--- config.mk ---
export PLATFORM = sky130hd
export DESIGN_NAME = nf10_router_ingress_filter
export DESIGN_NICKNAME = d
export VERILOG_FILES = /design/src/rtl/nf10_router_ingress_filter.sv
export SDC_FILE = /design/constraint.sdc
export NUM_CORES = 2
export LEC_CHECK = 0
export CORE_ASPECT_RATIO = 0.8
export CORE_UTILIZATION = 37
export CTS_CLUSTER_SIZE = 12
export DETAILED_ROUTE_END_ITERATION = 16
export PLACE_DENSITY_LB_ADDON = 0.15
export SYNTH_ARGS = -nofsm -noshare
export SYNTH_HDL_FRONTEND = slang
export SYNTH_SLANG_ARGS = --single-unit
--- constraint.sdc ---
create_clock -name AXI_ACLK -period 14.6 [get_ports AXI_ACLK]
set_input_delay 2.19 -clock AXI_ACLK [delete_from_list [all_inputs] [get_ports AXI_ACLK]]
set_output_delay 2.19 -clock AXI_ACLK [all_outputs]
set_load 0.01 [all_outputs]
--- src/rtl/nf10_router_ingress_filter.sv ---
`default_nettype none
// ============================================================================
// Module   : nf10_router_ingress_filter
// Brief    : Buffers two header beats, decides DROP / TO_CPU / FORWARD, streams the rest.
// Revision : 1.0
// ============================================================================
module nf10_router_ingress_filter #(
    parameter int C_AXIS_DATA_WIDTH  = 256,
    parameter int C_AXIS_TUSER_WIDTH = 128,
    parameter int NUM_PORTS          = 4,
    parameter int TABLE_DEPTH        = 32,
    parameter int SRC_PORT_POS       = 16,
    parameter int DST_PORT_POS       = 24,
    parameter int CNT_WIDTH          = 32
) (
    input  logic                              AXI_ACLK,
    input  logic                              reset,
    input  logic [C_AXIS_DATA_WIDTH-1:0]      S_AXIS_TDATA,
    input  logic [C_AXIS_DATA_WIDTH/8-1:0]    S_AXIS_TSTRB,
    input  logic [C_AXIS_TUSER_WIDTH-1:0]     S_AXIS_TUSER,
    input  logic                              S_AXIS_TVALID,
    input  logic                              S_AXIS_TLAST,
    output logic                              S_AXIS_TREADY,
    output logic [C_AXIS_DATA_WIDTH-1:0]      M_AXIS_TDATA,
    output logic [C_AXIS_DATA_WIDTH/8-1:0]    M_AXIS_TSTRB,
    output logic [C_AXIS_TUSER_WIDTH-1:0]     M_AXIS_TUSER,
    output logic                              M_AXIS_TVALID,
    output logic                              M_AXIS_TLAST,
    input  logic                              M_AXIS_TREADY,
    input  logic [48*NUM_PORTS-1:0]           port_mac,
    input  logic                              clr_counters,
    input  logic                              tbl_wr_req,
    input  logic                              tbl_rd_req,
    input  logic [$clog2(TABLE_DEPTH)-1:0]    tbl_wr_addr,
    input  logic [$clog2(TABLE_DEPTH)-1:0]    tbl_rd_addr,
    input  logic [31:0]                       tbl_wr_data,
    output logic [31:0]                       tbl_rd_data,
    output logic                              tbl_wr_ack,
    output logic                              tbl_rd_ack,
    output logic [CNT_WIDTH-1:0]              pkt_in_count,
    output logic [CNT_WIDTH-1:0]              fwd_count,
    output logic [CNT_WIDTH-1:0]              cpu_count,
    output logic [CNT_WIDTH-1:0]              drop_csum_count,
    output logic [CNT_WIDTH-1:0]              drop_mac_count,
    output logic [CNT_WIDTH-1:0]              runt_count,
    output logic [CNT_WIDTH-1:0]              local_ip_count
);
    localparam int DW = C_AXIS_DATA_WIDTH;
    localparam int SW = C_AXIS_DATA_WIDTH / 8;
    localparam int UW = C_AXIS_TUSER_WIDTH;

    localparam int CNT_PKT_IN = 0;
    localparam int CNT_FWD    = 1;
    localparam int CNT_CPU    = 2;
    localparam int CNT_CSUM   = 3;
    localparam int CNT_MAC    = 4;
    localparam int CNT_RUNT   = 5;
    localparam int CNT_LOCAL  = 6;
    localparam int NUM_CNT    = 7;

    typedef enum logic [2:0] {
        S_IDLE, S_HDR1, S_DECIDE, S_SEND0, S_SEND1, S_PASS, S_DROP_REST
    } state_t;

    typedef enum logic [1:0] {
        DEC_FWD, DEC_CPU, DEC_DROP_CSUM, DEC_DROP_MAC
    } dec_t;

    state_t             state_q, state_d;
    logic [DW-1:0]      buf0_data_q, buf0_data_d, buf1_data_q, buf1_data_d;
    logic [SW-1:0]      buf0_strb_q, buf0_strb_d, buf1_strb_q, buf1_strb_d;
    logic [UW-1:0]      buf0_user_q, buf0_user_d, buf1_user_q, buf1_user_d;
    logic               buf1_last_q, buf1_last_d;
    dec_t               dec_q, dec_d, dec_new;
    logic               hit_q, hit_d;
    logic [7:0]         cpu_dst_q, cpu_dst_d;
    logic [CNT_WIDTH-1:0] cnt_q [NUM_CNT];
    logic [CNT_WIDTH-1:0] cnt_d [NUM_CNT];
    logic [NUM_CNT-1:0] cnt_inc;
    logic [31:0]        tbl_mem [TABLE_DEPTH];
    logic [31:0]        tbl_rd_data_q, tbl_rd_data_d;
    logic               tbl_rd_ack_q, tbl_rd_ack_d, tbl_wr_ack_q, tbl_wr_ack_d;

    logic [47:0]        dst_mac;
    logic [15:0]        ethertype;
    logic [3:0]         version;
    logic [7:0]         ttl;
    logic [31:0]        dst_ip;
    logic [19:0]        csum_sum;
    logic [16:0]        csum_fold1;
    logic [15:0]        csum_fold2;
    logic [2:0]         src_cnt;
    logic               port_mac_hit, tbl_hit, is_ip, csum_ok, mac_ok, to_cpu;
    logic [7:0]         src_cpu_dst;

    function automatic logic [UW-1:0] f_rewrite(input logic [UW-1:0] user,
                                                input logic en, input logic [7:0] dst);
        f_rewrite = user;
        if (en) f_rewrite[DST_PORT_POS +: 8] = dst;
    endfunction

    // Header fields: beat 0 comes from buf0, beat 1 is the beat arriving in HDR1.
    assign dst_mac   = buf0_data_q[255:208];
    assign ethertype = buf0_data_q[159:144];
    assign version   = buf0_data_q[143:140];
    assign ttl       = buf0_data_q[79:72];
    assign dst_ip    = {buf0_data_q[15:0], S_AXIS_TDATA[255:240]};

    always_comb begin
        csum_sum = '0;
        for (int i = 0; i < 9; i++) csum_sum = csum_sum + 20'(buf0_data_q[16*i +: 16]);
        csum_sum   = csum_sum + 20'(S_AXIS_TDATA[255:240]);
        csum_fold1 = 17'(csum_sum[15:0]) + 17'(csum_sum[19:16]);
        csum_fold2 = csum_fold1[15:0] + 16'(csum_fold1[16]);

        src_cnt      = '0;
        port_mac_hit = 1'b0;
        src_cpu_dst  = '0;
        for (int k = 0; k < NUM_PORTS; k++) begin
            if (buf0_user_q[SRC_PORT_POS + 2*k]) begin
                src_cnt     = src_cnt + 3'd1;
                src_cpu_dst = 8'(1 << (2*k + 1));
                if (dst_mac == port_mac[48*k +: 48]) port_mac_hit = 1'b1;
            end
        end

        tbl_hit = 1'b0;
        for (int i = 0; i < TABLE_DEPTH; i++)
            if (tbl_mem[i] != 32'd0 && tbl_mem[i] == dst_ip) tbl_hit = 1'b1;

        is_ip   = (ethertype == 16'h0800);
        csum_ok = (csum_fold2 == 16'hFFFF);
        mac_ok  = (src_cnt == 3'd1) && (dst_mac == 48'hFFFF_FFFF_FFFF || port_mac_hit);
        to_cpu  = (ttl <= 8'd1) || (version != 4'd4) || !is_ip || tbl_hit;

        if (is_ip && !csum_ok)  dec_new = DEC_DROP_CSUM;
        else if (!mac_ok)       dec_new = DEC_DROP_MAC;
        else if (to_cpu)        dec_new = DEC_CPU;
        else                    dec_new = DEC_FWD;
    end

    always_comb begin
        state_d     = state_q;
        buf0_data_d = buf0_data_q;
        buf0_strb_d = buf0_strb_q;
        buf0_user_d = buf0_user_q;
        buf1_data_d = buf1_data_q;
        buf1_strb_d = buf1_strb_q;
        buf1_user_d = buf1_user_q;
        buf1_last_d = buf1_last_q;
        dec_d       = dec_q;
        hit_d       = hit_q;
        cpu_dst_d   = cpu_dst_q;
        cnt_inc     = '0;
        S_AXIS_TREADY = 1'b0;
        M_AXIS_TVALID = 1'b0;
        M_AXIS_TDATA  = '0;
        M_AXIS_TSTRB  = '0;
        M_AXIS_TUSER  = '0;
        M_AXIS_TLAST  = 1'b0;

        case (state_q)
            S_IDLE: begin
                S_AXIS_TREADY = 1'b1;
                if (S_AXIS_TVALID) begin
                    buf0_data_d = S_AXIS_TDATA;
                    buf0_strb_d = S_AXIS_TSTRB;
                    buf0_user_d = S_AXIS_TUSER;
                    cnt_inc[CNT_PKT_IN] = 1'b1;
                    if (S_AXIS_TLAST) cnt_inc[CNT_RUNT] = 1'b1;
                    else              state_d = S_HDR1;
                end
            end
            S_HDR1: begin
                S_AXIS_TREADY = 1'b1;
                if (S_AXIS_TVALID) begin
                    buf1_data_d = S_AXIS_TDATA;
                    buf1_strb_d = S_AXIS_TSTRB;
                    buf1_user_d = S_AXIS_TUSER;
                    buf1_last_d = S_AXIS_TLAST;
                    dec_d       = dec_new;
                    hit_d       = tbl_hit;
                    cpu_dst_d   = src_cpu_dst;
                    state_d     = S_DECIDE;
                end
            end
            S_DECIDE: begin
                case (dec_q)
                    DEC_FWD:       cnt_inc[CNT_FWD] = 1'b1;
                    DEC_CPU: begin
                        cnt_inc[CNT_CPU]   = 1'b1;
                        cnt_inc[CNT_LOCAL] = hit_q;
                    end
                    DEC_DROP_CSUM: cnt_inc[CNT_CSUM] = 1'b1;
                    default:       cnt_inc[CNT_MAC]  = 1'b1;
                endcase
                if (dec_q == DEC_DROP_CSUM || dec_q == DEC_DROP_MAC)
                    state_d = buf1_last_q ? S_IDLE : S_DROP_REST;
                else
                    state_d = S_SEND0;
            end
            S_SEND0: begin
                M_AXIS_TVALID = 1'b1;
                M_AXIS_TDATA  = buf0_data_q;
                M_AXIS_TSTRB  = buf0_strb_q;
                M_AXIS_TUSER  = f_rewrite(buf0_user_q, dec_q == DEC_CPU, cpu_dst_q);
                if (M_AXIS_TREADY) state_d = S_SEND1;
            end
            S_SEND1: begin
                M_AXIS_TVALID = 1'b1;
                M_AXIS_TDATA  = buf1_data_q;
                M_AXIS_TSTRB  = buf1_strb_q;
                M_AXIS_TUSER  = f_rewrite(buf1_user_q, dec_q == DEC_CPU, cpu_dst_q);
                M_AXIS_TLAST  = buf1_last_q;
                if (M_AXIS_TREADY) state_d = buf1_last_q ? S_IDLE : S_PASS;
            end
            S_PASS: begin
                S_AXIS_TREADY = M_AXIS_TREADY;
                M_AXIS_TVALID = S_AXIS_TVALID;
                M_AXIS_TDATA  = S_AXIS_TDATA;
                M_AXIS_TSTRB  = S_AXIS_TSTRB;
                M_AXIS_TUSER  = f_rewrite(S_AXIS_TUSER, dec_q == DEC_CPU, cpu_dst_q);
                M_AXIS_TLAST  = S_AXIS_TLAST;
                if (S_AXIS_TVALID && M_AXIS_TREADY && S_AXIS_TLAST) state_d = S_IDLE;
            end
            S_DROP_REST: begin
                S_AXIS_TREADY = 1'b1;
                if (S_AXIS_TVALID && S_AXIS_TLAST) state_d = S_IDLE;
            end
            default: state_d = S_IDLE;
        endcase
    end

    // Clear wins over any increment landing in the same cycle.
    always_comb begin
        for (int i = 0; i < NUM_CNT; i++)
            cnt_d[i] = clr_counters ? '0 : cnt_q[i] + CNT_WIDTH'(cnt_inc[i]);
        tbl_rd_data_d = tbl_rd_req ? tbl_mem[tbl_rd_addr] : tbl_rd_data_q;
        tbl_rd_ack_d  = tbl_rd_req;
        tbl_wr_ack_d  = tbl_wr_req;
    end

    always_ff @(posedge AXI_ACLK) begin
        if (reset) begin
            state_q       <= S_IDLE;
            buf0_data_q   <= '0;
            buf0_strb_q   <= '0;
            buf0_user_q   <= '0;
            buf1_data_q   <= '0;
            buf1_strb_q   <= '0;
            buf1_user_q   <= '0;
            buf1_last_q   <= 1'b0;
            dec_q         <= DEC_FWD;
            hit_q         <= 1'b0;
            cpu_dst_q     <= '0;
            tbl_rd_data_q <= '0;
            tbl_rd_ack_q  <= 1'b0;
            tbl_wr_ack_q  <= 1'b0;
            for (int i = 0; i < NUM_CNT; i++) cnt_q[i] <= '0;
        end else begin
            state_q       <= state_d;
            buf0_data_q   <= buf0_data_d;
            buf0_strb_q   <= buf0_strb_d;
            buf0_user_q   <= buf0_user_d;
            buf1_data_q   <= buf1_data_d;
            buf1_strb_q   <= buf1_strb_d;
            buf1_user_q   <= buf1_user_d;
            buf1_last_q   <= buf1_last_d;
            dec_q         <= dec_d;
            hit_q         <= hit_d;
            cpu_dst_q     <= cpu_dst_d;
            tbl_rd_data_q <= tbl_rd_data_d;
            tbl_rd_ack_q  <= tbl_rd_ack_d;
            tbl_wr_ack_q  <= tbl_wr_ack_d;
            for (int i = 0; i < NUM_CNT; i++) cnt_q[i] <= cnt_d[i];
        end
    end

    // Table contents survive reset; software owns them.
    always_ff @(posedge AXI_ACLK) begin
        if (tbl_wr_req) tbl_mem[tbl_wr_addr] <= tbl_wr_data;
    end

    assign tbl_rd_data     = tbl_rd_data_q;
    assign tbl_rd_ack      = tbl_rd_ack_q;
    assign tbl_wr_ack      = tbl_wr_ack_q;
    assign pkt_in_count    = cnt_q[CNT_PKT_IN];
    assign fwd_count       = cnt_q[CNT_FWD];
    assign cpu_count       = cnt_q[CNT_CPU];
    assign drop_csum_count = cnt_q[CNT_CSUM];
    assign drop_mac_count  = cnt_q[CNT_MAC];
    assign runt_count      = cnt_q[CNT_RUNT];
    assign local_ip_count  = cnt_q[CNT_LOCAL];

endmodule
`default_nettype wire
==> metrics <==
status complete, but fails checks; violated checks max-slew violations; PostCTS Resize Cnt 0; Pwr per Cell Area 155 nW/um2; Final ANT Viol Nets 0; Core Area 288000 um2; TritonCTS clock tree yes; setup ws final 3170 ps; Max-Cap Viols 0; setup violators final 0; asr flop ratio synth 0; DIE HEIGHT 484 um; Ys Warns 0; internal power 12.7 mW; sequential fraction of the synthesis area 0.492; worst slack, placed 2340 ps; Gate Count Post-Synth 10400; critical path's slowest cell buf_2; hold_buf cts 0; first-pass GRT wire length 789000 um; post-CTS setup repair buffer count 0; final clock period utilization by the worst path 0.783; largest net degree at the start of global routing 186; drt total wl 598000 um; RSZ-0062 raised after global routing false; Hold Fails Final Rpt 0; leakage power 41.7 nW; initial core utilization 0.373; top-area cell type share of the netlist area 0.287; Top FF cell, synth dfxtp_1; clk sink count 2125; CP max stage delay 850 ps; FMAX 0.0875 GHz; Crit Path Class input pin to flip-flop; Distinct cells, synth 73; sequential standard cell area 52800 um2; IO Pins 1335; clock transition at the registers of the reported paths 60 ps; die area 292000 um2; net switching power 7.84 mW; share of power burned in registers 0.338; maximum fanout along the worst path 19; routability cong. 1.05; Via density 6.07; Iter 0 DRT Violations 13500; Hold Path Class flip-flop to flip-flop; Crit path top cell by count fa_1; Crit. End Element flip-flop; syn avg cell area 10.3 um2; Max clock buf depth 4; Horiz. Die Dim 604 um; finished layout cell area 132000 um2; Clock power frac 0.295; synthesized area 107000 um2; Num CTS Buffers 234; maximum vdd ir drop 0.318 mV; Synth area leaders edfxtp_1 (29%), dfxtp_1 (21%), xnor2_1 (9.7%); IO buf count 1334; Total Nets Final 12300; drt wl/cell 38.3 um; Total GRT Usage 0.395; final setup TNS 0 ps; Vias 94600; Worst-Skew Late Latency 910 ps; Sw Share 0.383; Post-synth EDFFs 1024; Worst slew margin -0.00871; Seq cells post-synth 2125; Synth area leader edfxtp_1; Area Growth Syn to Fin 23.3%; combinational power share 0.367; skew final 55.1 ps; vias in the first global route 86300; post-placement cell area 125000 um2; multi-input logic area 51100 um2; DRT Pass-1 Iters 6; clk root buf clkbuf_16; layout cells sized above 1 0.0840; Final Max Slew Viols 9; Post-Syn Nets 11300; H-tree depth 4; worst slew pin tran 1510 ps; DRC viols 0; clock period minus final worst setup slack 11430 ps; Crit path required time 15410 ps; row count 176; DP HPWL 442000 um; WP data arrival 12240 ps; Congestion Overflow GR 0; fillers 26800; initial antenna violation count 196; CP startpoint kind input pin
[flip-flops by register name (all words and copies together) (netlist names)]
signal / count
tbl_rd_data: 32
state_q: 3
cpu_dst_q: 4
buf1_last_q: 1
tbl_wr_ack: 1
tbl_rd_ack: 1
buf1_user_q: 128
dec_q: 2
buf1_data_q: 256
buf1_strb_q: 32
tbl_mem: 1024
hit_q: 1
cnt_q: 224
buf0_data_q: 256
buf0_strb_q: 32
buf0_user_q: 128
[per-layer routing]
layer / vias up / GRT usage / routed length [um]
li1: 39100 / - / -
met2: 6231 / 0.542 / 242000
met5: - / 0.00475 / 927
met3: 1199 / 0.145 / 75900
met4: 112 / 0.220 / 38200
met1: 48000 / 0.533 / 241000
[final cells by class]
type                    instances  area share
clock inverters                64     0.00477
multi-input cells            7376       0.386
well taps                    3827      0.0362
repair buffers               1559       0.114
inverters                     204     0.00585
flip-flops and latches       2125       0.399
diodes                         89     0.00168
clock buffers                 349      0.0520
[critical path, delay by kind of cell]
| family | cells | cell delay, ps |
|---|---|---|
| fa+ha+maj | 10 | 4110 |
| simple gates | 11 | 2560 |
| compound gates | 10 | 1760 |
| xor+xnor | 1 | 300 |
| buf+inv | 6 | 1250 |
[through the flow]
stage	power, mW	std cells	hold slack, ps	utilization
after floorplan	11.6	10400	432	-
after global placement	14.4	15100	440	0.433
after detailed placement	14.4	15100	446	0.433
after CTS	20.4	15500	454	0.459
after global routing	21.4	15500	465	0.459
final	20.5	15600	451	0.459
[final timing paths]
path,start,end,slack [ps],cells after the start
min reg2reg,buf0_data_q[131],buf0_data_q[131],450,2
min,buf0_data_q[131],buf0_data_q[131],450,2
max,S_AXIS_TDATA[247],dec_q[1],3170,38
max reg2reg,buf0_data_q[2],dec_q[1],4350,37
[cell usage after synthesis, types with 24 or more instances]
library cell and n:
edfxtp_1 1024, buf_2 40, nand3_1 117, buf_1 97, o211ai_1 41, and3_1 39, or3_1 24, mux2i_1 449
fa_1 126, xor2_1 208, ha_1 51, nand2_1 2135, nor3_1 36, and2_1 27, o21ai_0 398, dfxtp_1 1101
nor2_1 339, a211oi_1 35, clkbuf_1 589, o22ai_1 63, inv_1 204, xnor2_1 1188, a21oi_1 888, nand4_1 413
nor4_1 357, mux4_2 320
[placed cells by master (no fill, tap or decap), types with 64 or more instances in the layout]
cell / netlist / final
nand2_1: 2135 / 2134
clkdlybuf4s50_1: 0 / 1311
xnor2_1: 1188 / 1188
dfxtp_1: 1101 / 1084
edfxtp_1: 1024 / 1024
a21oi_1: 888 / 888
mux2i_1: 449 / 449
nand4_1: 413 / 413
o21ai_0: 398 / 396
nor4_1: 357 / 356
mux4_2: 320 / 320
nor2_1: 339 / 306
clkbuf_16: 0 / 243
buf_4: 0 / 220
xor2_1: 208 / 208
inv_1: 204 / 203
fa_1: 126 / 126
nand3_1: 117 / 116
diode_2: 0 / 89
clkbuf_1: 589 / 64
[kinds of logic (layout without fill, tap and decap cells)]
kind of cell / Yosys count / in the layout / share of synthesized area
AND/OR/NAND/NOR: 3550 / 3550 / 0.148
flip-flops: 2125 / 2125 / 0.492
AO/OA/AOI/OAI: 1484 / 1484 / 0.0740
XOR/XNOR: 1396 / 1396 / 0.114
buffers and inverters: 930 / 2176 / 0.0330
multiplexers: 769 / 769 / 0.109
adder cells (fa/ha/maj): 177 / 177 / 0.0295
other: 0 / 89 / 0
[power by group through the flow]
stage,Sequential [mW],Combinational [mW],Clock (mW)
2_1_floorplan,6.87,4.77,0
4_1_cts,6.92,7.39,6.10
5_1_grt,6.96,8.09,6.31
3_3_place_gp,7.03,7.41,0
3_5_place_dp,7.05,7.33,0
6_report,6.93,7.52,6.06
No activity file was read; power rests on OpenSTA's default activity.
